==> src/rtl/fpga9685_pkg.sv <==
// Shared constants and types for the PCA9685-style register front end.
// Address map, MODE1 defaults and the write scheduler state encoding.
package fpga9685_pkg;

    localparam logic [7:0] MODE1         = 8'h00;
    localparam logic [7:0] LED0_ON_L     = 8'h06;
    localparam logic [7:0] LED15_OFF_H   = 8'h45;
    localparam logic [7:0] ALL_LED_ON_L  = 8'hFA;
    localparam logic [7:0] ALL_LED_OFF_H = 8'hFD;
    localparam logic [7:0] PRE_SCALE     = 8'hFE;

    localparam int unsigned SLEEP_BIT    = 4;
    localparam logic [7:0]  MODE1_RESET  = 8'h11;

    typedef enum logic [1:0] {
        ST_IDLE  = 2'd0,
        ST_EMIT  = 2'd1,
        ST_BCAST = 2'd2
    } sched_state_t;

    // Per-channel address of an ALL_LED_* register: each LED owns four bytes.
    function automatic logic [7:0] bcast_addr(input logic [3:0] ch, input logic [1:0] off);
        bcast_addr = LED0_ON_L + {2'b00, ch, 2'b00} + {6'b000000, off};
    endfunction

endpackage

==> src/rtl/register_write_scheduler.sv <==
// Turns I2C register writes into register-file strobes, expanding ALL_LED_*
// writes into per-channel writes and gating PRE_SCALE on the MODE1 SLEEP bit.
module register_write_scheduler
    import fpga9685_pkg::*;
(
    input  logic       clk_i,
    input  logic       rst_i,
    input  logic [7:0] req_id_i,
    input  logic [7:0] req_value_i,
    input  logic       req_valid_i,
    output logic       req_ready_o,
    output logic [7:0] write_register_id_o,
    output logic [7:0] write_register_value_o,
    output logic       write_enable_o,
    output logic       sleep_o,
    output logic       dropped_o,
    output logic       busy_o
);

    sched_state_t state_q, state_d;
    logic [3:0]   ch_q, ch_d;
    logic [7:0]   bid_q, bid_d;
    logic [7:0]   id_q, id_d;
    logic [7:0]   val_q, val_d;
    logic         we_q, we_d;
    logic         drop_q, drop_d;
    logic [7:0]   mode1_q, mode1_d;

    logic         fwd_s;
    logic         bcast_s;

    always_comb begin
        fwd_s   = (req_id_i <= LED15_OFF_H) || (req_id_i == 8'hFF) ||
                  ((req_id_i == PRE_SCALE) && mode1_q[SLEEP_BIT]);
        bcast_s = (req_id_i >= ALL_LED_ON_L) && (req_id_i <= ALL_LED_OFF_H);
    end

    // Channel 0 is emitted on acceptance; ch_q==0 inside BCAST means the
    // counter wrapped after channel 15 and the original id goes out last.
    always_comb begin
        state_d = state_q;
        ch_d    = ch_q;
        bid_d   = bid_q;
        id_d    = id_q;
        val_d   = val_q;
        we_d    = 1'b0;
        drop_d  = 1'b0;
        mode1_d = mode1_q;
        case (state_q)
            ST_IDLE: begin
                if (req_valid_i) begin
                    if (fwd_s) begin
                        state_d = ST_EMIT;
                        we_d    = 1'b1;
                        id_d    = req_id_i;
                        val_d   = req_value_i;
                        if (req_id_i == MODE1) begin
                            mode1_d = req_value_i;
                        end else begin
                            mode1_d = mode1_q;
                        end
                    end else if (bcast_s) begin
                        state_d = ST_BCAST;
                        we_d    = 1'b1;
                        id_d    = bcast_addr(4'd0, req_id_i[1:0] - 2'd2);
                        val_d   = req_value_i;
                        bid_d   = req_id_i;
                        ch_d    = 4'd1;
                    end else begin
                        drop_d  = 1'b1;
                    end
                end else begin
                    state_d = ST_IDLE;
                end
            end
            ST_BCAST: begin
                we_d = 1'b1;
                if (ch_q == 4'd0) begin
                    id_d    = bid_q;
                    state_d = ST_EMIT;
                end else begin
                    id_d = bcast_addr(ch_q, bid_q[1:0] - 2'd2);
                    ch_d = ch_q + 4'd1;
                end
            end
            ST_EMIT: begin
                state_d = ST_IDLE;
            end
            default: begin
                state_d = ST_IDLE;
            end
        endcase
    end

    always_ff @(posedge clk_i) begin
        if (rst_i) begin
            state_q <= ST_IDLE;
            ch_q    <= 4'd0;
            bid_q   <= 8'h00;
            id_q    <= 8'h00;
            val_q   <= 8'h00;
            we_q    <= 1'b0;
            drop_q  <= 1'b0;
            mode1_q <= MODE1_RESET;
        end else begin
            state_q <= state_d;
            ch_q    <= ch_d;
            bid_q   <= bid_d;
            id_q    <= id_d;
            val_q   <= val_d;
            we_q    <= we_d;
            drop_q  <= drop_d;
            mode1_q <= mode1_d;
        end
    end

    assign req_ready_o            = (state_q == ST_IDLE);
    assign busy_o                 = (state_q != ST_IDLE);
    assign write_register_id_o    = id_q;
    assign write_register_value_o = val_q;
    assign write_enable_o         = we_q;
    assign dropped_o              = drop_q;
    assign sleep_o                = mode1_q[SLEEP_BIT];

endmodule

==> config.mk <==
export PLATFORM = sky130hd
export DESIGN_NAME = register_write_scheduler
export DESIGN_NICKNAME = d
export VERILOG_FILES = /design/src/rtl/fpga9685_pkg.sv /design/src/rtl/register_write_scheduler.sv
export SDC_FILE = /design/constraint.sdc
export NUM_CORES = 1
export LEC_CHECK = 0
export ABC_AREA = 1
export CORE_MARGIN = 5
export CORE_UTILIZATION = 30
export DETAILED_ROUTE_END_ITERATION = 6
export GPL_TIMING_DRIVEN = 1
export SYNTH_ARGS = -nofsm -noshare
export SYNTH_HDL_FRONTEND = slang
export SYNTH_SLANG_ARGS = --single-unit
==> constraint.sdc <==
create_clock -name clk_i -period 3.1 [get_ports clk_i]
set_input_delay 0.465 -clock clk_i [delete_from_list [all_inputs] [get_ports clk_i]]
set_output_delay 0.465 -clock clk_i [all_outputs]
set_load 0.1 [all_outputs]
==> flow_metrics.env <==
export IMPL_wl_per_cell_um=12.2
export IMPL_cts_clk_slew_worst_paths_ns=0.07
export IMPL_maxCapViolations=0
export IMPL_setup_tns_ns=0
export IMPL_insertion_delay_ns=0.28
export IMPL_place_area_um2=2090
export IMPL_ys_async_sr_fraction_pct=0
export IMPL_layout_setup_ws_ns=1.12
export IMPL_crit_fanout=13
export IMPL_ys_seq_area_share_pct=38.9
export IMPL_period_needed_ns=1.98
export IMPL_antenna_found_initial=0
export IMPL_vias_per_cell=4.59
export IMPL_coreArea_um2=5510
export IMPL_ant_nets=0
export IMPL_cts_path_max_buffers=2
export IMPL_final_util_pct=39.6
export IMPL_post_cts_resized=0
export IMPL_slowest_stage="clkdlybuf4s50_1"
export IMPL_syn_inst=237
export IMPL_fin_cells=351
export IMPL_startpoint_type="input port"
export IMPL_ys_top_cells_by_area="dfxtp_1 (39%), nand2_1 (10%), nor2_1 (8.6%)"
export IMPL_max_slew_margin_pct=64.7
export IMPL_crit_type="input port to register"
export IMPL_grt_pass1_wl_mm=7.31
export IMPL_path_depth=10
export IMPL_synthesis_area_um2=1700
export IMPL_initial_utilization_pct=30.9
export IMPL_dieArea_um2=7270
export IMPL_place_worst_setup_slack_ns=0.809
export IMPL_yosysMostFrequentCell="nand2_1"
export IMPL_synth_seq_cells=33
export IMPL_synth_top_area_share_pct=38.9
export IMPL_postSynthAreaPerCell_um2=7.17
export IMPL_clock_sinks=33
export IMPL_nets=302
export IMPL_setup_viol=0
export IMPL_cp_cell_sequence="clkdlybuf4s50_1 > nand2_1 > inv_1 > nor2_1 > nand2_4 > nand2_2 > o21ai_4 > inv_1 > nor2_1 > nor2_1"
export IMPL_yosys_warnings=0
export IMPL_drive_gt1_share_pct=15.4
export IMPL_hp_class="register to register"
export IMPL_dp_hpwl_mm=3.27
export IMPL_cts_root_buf="clkbuf_8"
export IMPL_fin_area_um2=2180
export IMPL_io_pins=40
export IMPL_cts_htree_levels=2
export IMPL_slew_viol_final=0
export IMPL_dp_cells=344
export IMPL_drtIter0Drc=89
export IMPL_p_leak_nw=1.02
export IMPL_fp_row_count=27
export IMPL_ir_worst_vdd_mv=0.146
export IMPL_die_y_um=85.3
export IMPL_syn_num_nets=260
export IMPL_die_width_um=85.3
export IMPL_rsz0062_at_grt="no"
export IMPL_num_vias=1610
export IMPL_postRouteWirelength_mm=4.28
export IMPL_gr_total_overflow=0
export IMPL_cts_hold_buf=0
export IMPL_grt_max_degree=18
export IMPL_firstDrtPassIters=4
export IMPL_path_common_cell="nor2_1"
export IMPL_cp_arrival_ns=2.16
export IMPL_io_buffers=39
export IMPL_ys_dominant_reg_cell="dfxtp_1"
export IMPL_ys_types=32
export IMPL_fin_worst_skew_ns=0.00483
export IMPL_area_growth_pct=28.2
export IMPL_grtUsageTotal_pct=12.6
export IMPL_critPathRequiredTime_ns=3.28
export IMPL_cts_setup_buffers=0
export IMPL_cp_end_kind="register"
export IMPL_synth_edf_count=0
export IMPL_cts_buffers=5
export IMPL_r2r_cells=9
export IMPL_cts_tree="built"
export IMPL_max_freq_ghz=0.506
export IMPL_hold_depth=2
export IMPL_drc=0
export IMPL_max_stage_delay_ns=0.60
export IMPL_yosys_area_top_type="dfxtp_1"
export IMPL_r2r_slack_ns=1.29
export IMPL_diodes=0
export IMPL_synth_common_cells="nand2_1 (46), nor2_1 (39), dfxtp_1 (33), inv_1 (29), nand3_1 (21)"
export IMPL_critical_path_buf_inv_count=3
export IMPL_power_per_cell_area_nw_per_um2=463
export IMPL_worst_pin_slew_ns=0.529
export IMPL_status="finished clean"
export IMPL_crit_family="buffers and inverters"
export IMPL_fin_crit_sh_pct=63.7
export IMPL_grt_pass1_vias=1576
export IMPL_hold_viol_final=0
export IMPL_finalWeightedCongestion=0.904
## cells by family after synthesis
group | count (synthesis) | share of synthesized area [%]
compound gates | 32 | 11.3
fa+ha+maj | 4 | 2.94
xor+xnor | 2 | 1.03
buf+inv | 35 | 9.27
simple gates | 131 | 36.6
flops | 33 | 38.9
## tightest hold or removal path, stage by stage, from the launching register on
cell,delay (ns)
dfxtp_1,0.30
inv_1,0.06
a21oi_1,0.06
## registers in the layout, indices dropped and copies added, names as in the netlist
signal,count
write_enable_o,1
ch_q,4
state_q,2
mode1_q,1
write_register_value_o,8
bid_q,8
write_register_id_o,8
dropped_o,1
## metal layers
metal / routed length [um] / vias up / part of all wire, % / GRT usage, %
li1: - / 841 / - / -
met1: 1880 / 724 / 44 / 15.6
met5: 0 / - / 0 / 0
met4: 123 / 0 / 2.9 / 6.33
met3: 238 / 12 / 5.6 / 3.50
met2: 2040 / 33 / 48 / 19.8
## cell type report
class / instances / area, um2
inverter: 30 / 115
fill: 603 / 3330
clock buffer: 7 / 86.3
sequential: 33 / 661
multi-input combinational: 169 / 882
tap: 72 / 90.1
timing repair buffer: 40 / 345
## final timing paths
kind,from,endpoint
setup reg to reg,state_q[0],write_register_id_o[3]
hold / removal,bid_q[0],bid_q[0]
setup / recovery,req_id_i[2],write_register_id_o[1]
hold reg to reg,bid_q[0],bid_q[0]
## power by group
part           internal (W)  switching (W)
Combinational     0.0000644       0.000170
Sequential         0.000439     0.00000755
Clock              0.000176       0.000152
## cells in the final DEF (no fill, tap or decap), types with 6 or more instances in the layout
| cell | n |
|---|---|
| inv_1 | 29 |
| nor2_1 | 39 |
| a21oi_1 | 15 |
| clkdlybuf4s50_1 | 18 |
| clkbuf_8 | 6 |
| nand2_1 | 46 |
| dfxtp_1 | 33 |
| nor3_1 | 8 |
| nand3_1 | 21 |
| o21ai_0 | 6 |
| buf_4 | 22 |
## through the flow
stage,power [W],hold WS [ns]
floorplan,0.000628,0.424
global placement,0.000692,0.439
detailed placement,0.000693,0.445
CTS,0.00102,0.453
global route,0.00106,0.493
finish,0.00101,0.457
No activity file was read; power rests on OpenSTA's default activity.
